**src/rtl/fifo_rx_pkg.sv**
```systemverilog
// fifo_rx_pkg: register map, bit positions and CTRL layout shared by the receive FIFO slice
package fifo_rx_pkg;

    localparam int ADDR_DATA   = 'h0;
    localparam int ADDR_STATUS = 'h4;
    localparam int ADDR_CTRL   = 'h8;
    localparam int ADDR_CMD    = 'hC;

    localparam int CTRL_EN     = 0;
    localparam int CTRL_MSB    = 1;
    localparam int CTRL_THR_LO = 8;

    localparam int ST_EMPTY  = 0;
    localparam int ST_FULL   = 1;
    localparam int ST_OVF    = 2;
    localparam int ST_LVL_LO = 8;

    localparam int CMD_CLR_OVF = 0;
    localparam int CMD_FLUSH   = 1;

    typedef struct packed {
        logic [7:0] irq_thresh;
        logic       msb_first;
        logic       enable;
    } ctrl_t;

    function automatic ctrl_t ctrl_unpack(logic [31:0] w);
        ctrl_t c;
        c.irq_thresh = w[CTRL_THR_LO +: 8];
        c.msb_first  = w[CTRL_MSB];
        c.enable     = w[CTRL_EN];
        return c;
    endfunction

    function automatic logic [31:0] ctrl_pack(ctrl_t c);
        logic [31:0] w;
        w = '0;
        w[CTRL_THR_LO +: 8] = c.irq_thresh;
        w[CTRL_MSB]         = c.msb_first;
        w[CTRL_EN]          = c.enable;
        return w;
    endfunction

endpackage

```
**src/rtl/fifo_rx_apb_if.sv**
```systemverilog
// fifo_rx_apb_if: APB3 slave bus bundle for the receive FIFO
interface fifo_rx_apb_if #(parameter int PADDR_W = 4);

    logic               psel;
    logic               penable;
    logic               pwrite;
    logic [PADDR_W-1:0] paddr;
    logic [31:0]        pwdata;
    logic [31:0]        prdata;
    logic               pready;
    logic               pslverr;

    modport master (
        output psel, penable, pwrite, paddr, pwdata,
        input  prdata, pready, pslverr
    );

    modport slave (
        input  psel, penable, pwrite, paddr, pwdata,
        output prdata, pready, pslverr
    );

endinterface

```
**src/rtl/fifo_rx_apb_rx_deser.sv**
```systemverilog
// rx_deser: collects one bit per CDR strobe into a word and flags the word on its last bit
module rx_deser #(
    parameter int DATA_W = 8
) (
    input  logic              clk,
    input  logic              reset,
    input  logic              enable_i,
    input  logic              msb_first_i,
    input  logic              clr_i,
    input  logic              en_cdr_i,
    input  logic              data_i,
    output logic [DATA_W-1:0] word_o,
    output logic              word_valid_o
);

    localparam int CNT_W = DATA_W > 1 ? $clog2(DATA_W) : 1;

    logic [CNT_W-1:0]  cnt_q, cnt_d;
    logic [DATA_W-1:0] sr_q, sr_d, shifted;
    logic              take, last;

    // Shift in the new bit; the completed word is presented combinationally so it is pushed on the same edge
    always_comb begin
        shifted      = msb_first_i ? (sr_q << 1) | DATA_W'(data_i)
                                   : (sr_q >> 1) | (DATA_W'(data_i) << (DATA_W - 1));
        take         = enable_i & en_cdr_i & ~clr_i;
        last         = cnt_q == CNT_W'(DATA_W - 1);
        word_o       = shifted;
        word_valid_o = take & last;
        sr_d         = take ? shifted : sr_q;
        cnt_d        = (~enable_i | clr_i | (take & last)) ? '0 : cnt_q + CNT_W'(take);
    end

    // Bit counter and shift register; a cleared counter discards any partial word
    always_ff @(posedge clk or posedge reset) begin
        if (reset) begin
            cnt_q <= '0;
            sr_q  <= '0;
        end else begin
            cnt_q <= cnt_d;
            sr_q  <= sr_d;
        end
    end

endmodule

```
**src/rtl/fifo_rx_apb.sv**
```systemverilog
// fifo_rx_apb: CDR bit stream to word FIFO, read by the CPU through a zero-wait APB slave
module fifo_rx_apb
    import fifo_rx_pkg::*;
#(
    parameter int DATA_W  = 8,
    parameter int DEPTH   = 16,
    parameter int PADDR_W = 4
) (
    input  logic           clk,
    input  logic           reset,
    input  logic           en_cdr,
    input  logic           data_in,
    fifo_rx_apb_if.slave   apb,
    output logic           irq
);

    localparam int AW = $clog2(DEPTH);

    logic [DATA_W-1:0] mem [DEPTH];
    logic [AW:0]       wptr_q, wptr_d, rptr_q, rptr_d, level;
    ctrl_t             ctrl_q, ctrl_d;
    logic              ovf_q, ovf_d, irq_q, irq_d, pslverr_q, pslverr_d;
    logic [31:0]       prdata_q, prdata_d, status, rdata;
    logic [7:0]        lvl8;
    logic              empty, full, setup, access, ok, err;
    logic              is_data, is_status, is_ctrl, is_cmd;
    logic              pop, push, push_req, drop, flush, clr_ovf, ctrl_we, cmd_we, msb_chg;
    logic              word_valid;
    logic [DATA_W-1:0] word;
    logic              unused_pwdata;

    rx_deser #(.DATA_W(DATA_W)) u_deser (
        .clk          (clk),
        .reset        (reset),
        .enable_i     (ctrl_q.enable),
        .msb_first_i  (ctrl_q.msb_first),
        .clr_i        (flush | msb_chg),
        .en_cdr_i     (en_cdr),
        .data_i       (data_in),
        .word_o       (word),
        .word_valid_o (word_valid)
    );

    // Decode, error detection and FIFO next-state; errors are decided at setup and gate the access-phase action
    always_comb begin
        level     = wptr_q - rptr_q;
        lvl8      = 8'(level);
        empty     = level == '0;
        full      = level[AW];
        status    = '0;
        status[ST_EMPTY]       = empty;
        status[ST_FULL]        = full;
        status[ST_OVF]         = ovf_q;
        status[ST_LVL_LO +: 8] = lvl8;
        setup     = apb.psel & ~apb.penable;
        access    = apb.psel & apb.penable;
        is_data   = apb.paddr == PADDR_W'(ADDR_DATA);
        is_status = apb.paddr == PADDR_W'(ADDR_STATUS);
        is_ctrl   = apb.paddr == PADDR_W'(ADDR_CTRL);
        is_cmd    = apb.paddr == PADDR_W'(ADDR_CMD);
        err       = ~(is_data | is_status | is_ctrl | is_cmd)
                  | (apb.pwrite & (is_data | is_status))
                  | (~apb.pwrite & is_cmd)
                  | (~apb.pwrite & is_data & empty);
        rdata     = is_data   ? 32'(mem[rptr_q[AW-1:0]]) :
                    is_status ? status :
                    is_ctrl   ? ctrl_pack(ctrl_q) : '0;
        prdata_d  = (setup & ~apb.pwrite & ~err) ? rdata : '0;
        pslverr_d = setup & err;
        ok        = access & ~pslverr_q;
        pop       = ok & ~apb.pwrite & is_data;
        ctrl_we   = ok & apb.pwrite & is_ctrl;
        cmd_we    = ok & apb.pwrite & is_cmd;
        flush     = cmd_we & apb.pwdata[CMD_FLUSH];
        clr_ovf   = cmd_we & apb.pwdata[CMD_CLR_OVF];
        ctrl_d    = ctrl_we ? ctrl_unpack(apb.pwdata) : ctrl_q;
        msb_chg   = ctrl_we & (ctrl_d.msb_first != ctrl_q.msb_first);
        push_req  = word_valid & ~flush;
        push      = push_req & (~full | pop);
        drop      = push_req & full & ~pop;
        wptr_d    = flush ? '0 : wptr_q + (AW+1)'(push);
        rptr_d    = flush ? '0 : rptr_q + (AW+1)'(pop);
        ovf_d     = drop | (ovf_q & ~clr_ovf);
        irq_d     = ((ctrl_q.irq_thresh != 8'd0) && (lvl8 >= ctrl_q.irq_thresh)) || ovf_q;
    end

    // Control/status state, pointers and the registered APB response
    always_ff @(posedge clk or posedge reset) begin
        if (reset) begin
            wptr_q    <= '0;
            rptr_q    <= '0;
            ctrl_q    <= '0;
            ovf_q     <= 1'b0;
            irq_q     <= 1'b0;
            prdata_q  <= '0;
            pslverr_q <= 1'b0;
        end else begin
            wptr_q    <= wptr_d;
            rptr_q    <= rptr_d;
            ctrl_q    <= ctrl_d;
            ovf_q     <= ovf_d;
            irq_q     <= irq_d;
            prdata_q  <= prdata_d;
            pslverr_q <= pslverr_d;
        end
    end

    // Word storage; contents need no reset since the pointers define validity
    always_ff @(posedge clk) begin
        if (push) mem[wptr_q[AW-1:0]] <= word;
    end

    assign apb.prdata  = prdata_q;
    assign apb.pslverr = pslverr_q;
    assign apb.pready  = 1'b1;
    assign irq         = irq_q;
    assign unused_pwdata = ^apb.pwdata;

endmodule

```
**src/flat_wrapper.sv**
```systemverilog
// flat-port wrapper written by rule: the top's interface ports become plain ports
module fifo_rx_apb_flat import fifo_rx_pkg::*;
#(
    parameter int DATA_W  = 8,
    parameter int DEPTH   = 16,
    parameter int PADDR_W = 4
)
  (clk, reset, en_cdr, data_in, irq, apb_psel, apb_penable, apb_pwrite, apb_paddr, apb_pwdata, apb_prdata, apb_pready, apb_pslverr);
  fifo_rx_apb_if #(.PADDR_W(PADDR_W)) apb_i ();
  input  logic clk;
  input  logic reset;
  input  logic en_cdr;
  input  logic data_in;
  output logic irq;
  input wire logic [$bits(apb_i.psel)-1:0] apb_psel;
  input wire logic [$bits(apb_i.penable)-1:0] apb_penable;
  input wire logic [$bits(apb_i.pwrite)-1:0] apb_pwrite;
  input wire logic [$bits(apb_i.paddr)-1:0] apb_paddr;
  input wire logic [$bits(apb_i.pwdata)-1:0] apb_pwdata;
  output wire logic [$bits(apb_i.prdata)-1:0] apb_prdata;
  output wire logic [$bits(apb_i.pready)-1:0] apb_pready;
  output wire logic [$bits(apb_i.pslverr)-1:0] apb_pslverr;
  assign apb_i.psel = apb_psel;
  assign apb_i.penable = apb_penable;
  assign apb_i.pwrite = apb_pwrite;
  assign apb_i.paddr = apb_paddr;
  assign apb_i.pwdata = apb_pwdata;
  assign apb_prdata = apb_i.prdata;
  assign apb_pready = apb_i.pready;
  assign apb_pslverr = apb_i.pslverr;
  fifo_rx_apb #(.DATA_W(DATA_W), .DEPTH(DEPTH), .PADDR_W(PADDR_W)) u_core (.clk(clk), .reset(reset), .en_cdr(en_cdr), .data_in(data_in), .apb(apb_i), .irq(irq));
endmodule
```
**config.mk**
```make
export PLATFORM = sky130hd
export DESIGN_NAME = fifo_rx_apb_flat
export DESIGN_NICKNAME = d
export VERILOG_FILES = /design/src/rtl/fifo_rx_pkg.sv /design/src/rtl/fifo_rx_apb_if.sv /design/src/rtl/fifo_rx_apb_rx_deser.sv /design/src/rtl/fifo_rx_apb.sv /design/src/flat_wrapper.sv
export SDC_FILE = /design/constraint.sdc
export NUM_CORES = 1
export LEC_CHECK = 0
export CORE_ASPECT_RATIO = 0.9
export CORE_MARGIN = 1.5
export CORE_UTILIZATION = 57
export CTS_CLUSTER_SIZE = 14
export DETAILED_ROUTE_END_ITERATION = 7
export PLACE_DENSITY = 0.84
export SLEW_MARGIN = 0
export SYNTH_ARGS = -nofsm -noshare
export SYNTH_HDL_FRONTEND = slang
export SYNTH_SLANG_ARGS = --single-unit
```
**constraint.sdc**
```tcl
create_clock -name clk -period 4.05 [get_ports clk]
set_input_delay 0.6075 -clock clk [delete_from_list [all_inputs] [get_ports clk]]
set_output_delay 0.6075 -clock clk [all_outputs]
set_load 0.01 [all_outputs]
```
==> out/metrics.cfg, run 1 <==
[run_status]
status=finished, final reports clean

[clock_network]
root_buffer=clkbuf_16
cts_htree_levels=4
cts_sinks=178
clockBufferDepth=2
cts_tree=done
insertion_delay_ns=0.44
clk_pin_slew_ns=0.07
postCtsHoldBufs=0
cts_made_buffers=17
ctsResizeCount=0
post_cts_buffers=0

[timing]
slew_headroom_pct=29.0
setup_viol=0
tightestPinTransition_ns=1.06
period_needed_ns=3.47
min_period_over_period_pct=85.6
worst_clock_skew_ns=0.00939
fmax_mhz=289
drv_slew=0
grt_setup_unrepaired=false
hold_violations=0
fin_ws_ns=0.584
fin_tns_setup_ns=0

[die]
die_x_um=125
die-area_mm2=0.0140
ios=78
rows=39
die_h_um=112
floorplan.initialDensity_pct=59.1
design.core.area_mm2=0.0128

[yosys]
synthCells=463
synth.most_common_cell=edfxtp_1
synth_top_area_share_pct=50.7
avgSynthCellArea_um2=16.4
synth-main-ff-cell=edfxtp_1
synth-edff-count=128
synth_top_area_cell=edfxtp_1
ys_seq_area_share_pct=67.2
async_flop_share_pct=28.1
synth_cell_type_count=49
netlist_area_mm2=0.00758
yosys-top-cells-area=edfxtp_1 51%, dfrtp_1 17%, mux4_2 10%
yosysWarnings=0
ys_ff_latch=178
synth_common_cells=128 x edfxtp_1, 50 x dfrtp_1, 35 x mux4_2, 25 x nor2_1, 21 x mux2_2

[detailed_routing]
vias=4440
wl_per_cell_um=23.4
first_pass_iters=5
drt_iter0_markers=562
viasPerCell=6.33
final_antenna_net_count=0
postRouteWirelength_um=16400
drc_errors=0

[setup_path]
start_kind=register
arrival_ns=3.77
path_class=reg2reg
crit_required_ns=4.36
r2r.worst_path.cells=14
worstSetupEndpointType=register
worstPathMaxFanout=17

[placement]
dpl_worst_slack_ns=0.434
place.gp.congestion=0.864
port_buffers=38
dpl.hpwl_um=10300
placed_cells=669

[worst_hold_path]
hold_depth=1
hold_path_class=reg2reg

[final_layout]
final_cells=701
layout-drive-gt1-share_pct=22.0
n_antenna_cell=0
syn2layout_area_growth_pct=15.6
nets=583
fillers=802

[pwr]
ir_drop_mv=0.334
power.density_mw_per_mm2=532
fin_total_pwr_uw=4670
leakage_uw=0.00319

[flow_run]
drv_cap=0

[grt]
grt_pass1_wl_um=25200
grt_max_degree=51
antenna_found_initial=1
overflow=0
grt.total_usage_pct=24.6
grt_pass1_vias=4445

[metal layers]
metal	share of wire [%]	routed length, µm	GRT usage [%]
met5	0.079	13	0
met2	50	8150	39.2
met1	40	6560	33.6
met3	8.1	1320	5.05
met4	2.3	386	10.8
[registers in the layout, summed over array words and instances, names as in the netlist]
| register | cells |
|---|---|
| u_core.rptr_q | 5 |
| u_core.apb.prdata | 16 |
| u_core.mem | 128 |
| u_core.ovf_q | 1 |
| u_core.wptr_q | 5 |
| u_core.u_deser.sr_q | 8 |
| u_core.u_deser.cnt_q | 3 |
| u_core.apb.pslverr | 1 |
| u_core.irq | 1 |
| u_core.ctrl_q | 10 |
[layout make-up]
class | count | area, µm² | share of cell area [%]
sequential | 178 | 5100 | 58.1
multi-input combinational | 247 | 2260 | 25.8
timing repair buffer | 62 | 561 | 6.40
clock buffer | 19 | 443 | 5.05
tap | 164 | 205 | 2.34
clock inverter | 13 | 129 | 1.47
inverter | 18 | 67.6 | 0.771
[layout by cell type (no fill, tap or decap), types with 13 or more instances in the layout]
cell / count
dfrtp_1: 49
clkbuf_16: 17
edfxtp_1: 128
mux2_2: 21
inv_1: 16
nor3_1: 13
conb_1: 17
nor2_1: 25
ha_1: 15
mux4_2: 35
nand2_1: 14
clkdlybuf4s50_1: 38
buf_4: 24
[worst max-delay path, stage by stage, from the launching register on]
cell and delay (ns):
dfrtp_1 0.48, inv_1 0.13, ha_1 0.18, inv_1 0.07, fa_1 0.46, nand3_1 0.12, a21oi_1 0.09, nor2_1 0.38
a211o_1 0.57, inv_1 0.10, ha_1 0.22, ha_1 0.22, nand3_1 0.11, xor2_1 0.16, nor2_1 0.05
[path summary, 6_finish.rpt]
check	from	end	slack (ns)
worst min register to register	u_core.u_deser.sr_q[0]$_DFFE_PP0N_	u_core.u_deser.sr_q[0]$_DFFE_PP0N_	0.51
worst max-delay path	u_core.wptr_q[0]$_DFF_PP0_	u_core.wptr_q[4]$_DFF_PP0_	0.58
max in group asynchronous	reset	u_core.rptr_q[0]$_DFF_PP0_	2.57
min in group asynchronous	reset	u_core.ctrl_q[1]$_DFF_PP0_	0.76
worst max register to register	u_core.wptr_q[0]$_DFF_PP0_	u_core.wptr_q[4]$_DFF_PP0_	0.58
worst min-delay path	u_core.u_deser.sr_q[0]$_DFFE_PP0N_	u_core.u_deser.sr_q[0]$_DFFE_PP0N_	0.51
[per-stage QoR]
stage / utilization, % / cell area [µm²] / hold slack (ns)
global route: 68.3 / 8760 / 0.522
CTS: 68.3 / 8760 / 0.509
finish: 68.3 / 8760 / 0.507
global placement: 63.8 / 8190 / 0.482
floorplan: - / 7640 / 0.467
detailed placement: 63.8 / 8190 / 0.492
[logic make-up (layout without fill, tap and decap cells)]
kind of cell / Yosys count / in the layout / share of synthesized area [%]
flops: 178 / 178 / 67.2
xor+xnor: 10 / 10 / 1.16
mux: 63 / 63 / 14.4
other cells: 2 / 17 / 0.0990
fa+ha+maj: 16 / 16 / 2.74
simple gates: 104 / 104 / 7.16
compound gates: 37 / 37 / 3.43
buf+inv: 53 / 112 / 3.78
[where the power goes]
part	switching [µW]	internal [µW]
clock network	703	872
logic	477	319
registers	67.7	2230
(Power assumes the default switching activity.)
==> inputs of run 2 (changes only) <==
--- a/config.mk
+++ b/config.mk
@@ -10,6 +10,7 @@
 export CORE_UTILIZATION = 57
 export CTS_CLUSTER_SIZE = 14
 export DETAILED_ROUTE_END_ITERATION = 7
+export GPL_ROUTABILITY_DRIVEN = 1
 export PLACE_DENSITY = 0.84
 export SLEW_MARGIN = 0
 export SYNTH_ARGS = -nofsm -noshare
==> results of run 2 <==
No change in the layout: final DEF, timing and power equal those of run 1.
==> inputs of run 3 (changes only) <==
--- a/config.mk
+++ b/config.mk
@@ -6,7 +6,6 @@
 export NUM_CORES = 1
 export LEC_CHECK = 0
 export CORE_ASPECT_RATIO = 0.9
-export CORE_MARGIN = 1.5
 export CORE_UTILIZATION = 57
 export CTS_CLUSTER_SIZE = 14
 export DETAILED_ROUTE_END_ITERATION = 7
==> run 3 against run 2 <==
  * Critical path depth down 2
  * Wire length down 2.7%
  * Global-route usage is 0.95 points higher
  * Clock power about the same
  * Critical path type unchanged
  * Critical endpoint unchanged
  * Clock-buffer cell count increased by 1
  * Die area fell by 1.7%
  * Via count shrank 3.2%
  * Combinational power fell by 0.5%
==> out/metrics.cfg, run 3 (synthesized netlist as in run 1, its figures left out) <==
[run_status]
status=finished, final reports clean

[pwr]
p_sw_share_pct=25.8  ; -0.97 points
power.density_mw_per_mm2=532  ; -0.14%
p_int_uw=3440  ; +0.70%
p_seq_share_pct=49.5  ; +0.3 points
ir_drop_mv=0.318  ; -4.6%
switching_power_uw=1200  ; -4.2%
comb_power_share_pct=17.1  ; about the same
leakage_uw=0.00318  ; -0.47%
clockPowerShare_pct=33.4  ; -0.4 points

[detailed_routing]
first_pass_iters=5  ; unchanged
wl_met2_um=7910  ; -2.9%
postRouteWirelength_um=16000  ; -2.7%
drc_errors=0  ; unchanged
vias=4296  ; -3.2%
viasPerCell=6.15  ; -2.8%
wl_per_cell_um=22.9  ; -2.3%
drt_iter0_markers=533  ; -5.2%
wl_met3_um=1220  ; -7.9%
final_antenna_net_count=0  ; unchanged
highest_layer=met4
drt-met1-wl_um=6550  ; -0.11%

[grt]
antenna_found_initial=0  ; -1
overflow=0  ; unchanged
grt.total_usage_pct=25.6  ; +0.95 points
grt_pass1_vias=4336  ; -2.5%
grt_pass1_wl_um=24700  ; -2.1%
grt_max_degree=51  ; unchanged

[setup_path]
crit_required_ns=4.35  ; about the same
arrival_ns=3.91  ; +0.14 ns
worstSetupEndpointType=register
worstPathMaxFanout=17  ; unchanged
start_kind=register
regToRegSetupSlack_ns=0.43  ; -0.15 ns
path_class=reg2reg

[final_layout]
largest_reg_flops=128  ; unchanged
layout_common_cells=128 x edfxtp_1, 49 x dfrtp_1, 38 x clkdlybuf4s50_1, 35 x mux4_2, 25 x nor2_1
layout-drive-gt1-share_pct=20.8  ; -1.2 points
final_common_cell=edfxtp_1
finalInstanceArea_mm2=0.00872  ; -0.47%
syn2layout_area_growth_pct=15.0
postLayoutCoreUtil_pct=68.0  ; -0.32 points
n_antenna_cell=0  ; unchanged
nets=580  ; -0.51%
fillers=812  ; +1.2%

[clock_network]
cts_tree=done
cts_htree_levels=4  ; unchanged
clk_pin_slew_ns=0.06  ; about the same
insertion_delay_ns=0.43  ; about the same
postCtsHoldBufs=0  ; unchanged
post_cts_buffers=0  ; unchanged
cts_sinks=178  ; unchanged
root_buffer=clkbuf_16
cts_made_buffers=17  ; unchanged
ctsResizeCount=0  ; unchanged
clockBufferDepth=2  ; unchanged

[timing]
drv_slew=0  ; unchanged
min_period_over_period_pct=89.3  ; +3.7 points
period_needed_ns=3.62  ; +0.150 ns
tightestPinTransition_ns=1.09  ; +0.0234 ns
fin_ws_ns=0.434  ; -0.150 ns
setup_viol=0  ; unchanged
grt_setup_unrepaired=false
hold_violations=0  ; unchanged
fin_tns_setup_ns=0  ; unchanged
slew_headroom_pct=27.4  ; -1.6 points
fmax_mhz=277  ; -4.1%
worst_clock_skew_ns=0.00987  ; +0.000476 ns

[die]
ios=78  ; unchanged
die-area_mm2=0.0138  ; -1.7%
die_h_um=111  ; -0.89%
design.core.area_mm2=0.0128  ; unchanged
rows=39  ; unchanged
die_x_um=124  ; -0.80%
floorplan.initialDensity_pct=59.1  ; unchanged

[placement]
place.gp.congestion=0.828  ; -4.1%
dpl_worst_slack_ns=0.371  ; -0.0631 ns
port_buffers=38  ; unchanged
dpl.hpwl_um=10100  ; -2.3%
placed_cell_area_mm2=0.00817  ; -0.27%

[worst_hold_path]
hold_path_class=reg2reg

[flow_run]
drv_cap=0  ; unchanged

==> run 3: cell types whose count changed in the layout (fill, tap and decap cells not counted), moves of 2 or more <==
| cell | delta |
|---|---|
| clkinv_1 | +2 |
| inv_6 | -2 |
| clkinvlp_4 | -2 |
| clkbuf_1 | +2 |
| buf_4 | -3 |
| clkinv_2 | +4 |
| clkinv_4 | -3 |
==> run 3: path summary, 6_finish.rpt <==
path | start | to | cells after the start
hold / removal | u_core.u_deser.sr_q[0]$_DFFE_PP0N_ | u_core.u_deser.sr_q[0]$_DFFE_PP0N_ | 1
min in group asynchronous | reset | u_core.ctrl_q[1]$_DFF_PP0_ | 2
setup reg to reg | u_core.rptr_q[3]$_DFF_PP0_ | u_core.wptr_q[4]$_DFF_PP0_ | 12
setup / recovery | u_core.rptr_q[3]$_DFF_PP0_ | u_core.wptr_q[4]$_DFF_PP0_ | 12
hold reg to reg | u_core.u_deser.sr_q[0]$_DFFE_PP0N_ | u_core.u_deser.sr_q[0]$_DFFE_PP0N_ | 1
max in group asynchronous | reset | u_core.rptr_q[0]$_DFF_PP0_ | 2
==> run 3: layout make-up <==
cell class / count / area (µm²) / area share (%)
Multi-Input combinational cell: 247 / 2260 / 25.9
Inverter: 18 / 67.6 / 0.775
Clock buffer: 20 / 437 / 5.01
Tap cell: 164 / 205 / 2.35
Timing Repair Buffer: 59 / 538 / 6.17
Sequential cell: 178 / 5100 / 58.4
Clock inverter: 12 / 116 / 1.33
==> run 3: power groups by stage <==
stage	logic (µW)	registers (µW)	clock network, µW
3_5_place_dp	764	2330	0
6_report	792	2300	1550
4_1_cts	786	2300	1560
2_1_floorplan	561	2310	0
5_1_grt	860	2310	1630
3_3_place_gp	710	2330	0
==> run 3: critical path, cell delays in order (launching register included) <==
cell and delay (ns):
dfrtp_1 0.62, inv_2 0.27, ha_1 0.42, nand3_1 0.13
and3_1 0.18, nor2_1 0.36, a211o_1 0.57, inv_1 0.15
ha_1 0.24, ha_1 0.21, nand3_1 0.11, xor2_1 0.15
nor2_1 0.06
==> run 3: per-stage QoR <==
stage | power (µW) | hold slack, ns | instances
2_1_floorplan | 2870 | 0.467 | 478
3_3_place_gp | 3040 | 0.483 | 666
3_5_place_dp | 3100 | 0.497 | 666
4_1_cts | 4640 | 0.510 | 698
5_1_grt | 4800 | 0.520 | 698
6_report | 4640 | 0.508 | 698
==> run 3: layer usage <==
metal / global-route usage, % / vias to the layer above
met5: 0 / -
met4: 9.32 / 0
met3: 6.81 / 31
met2: 38.5 / 212
met1: 36.3 / 2195
li1: - / 1858
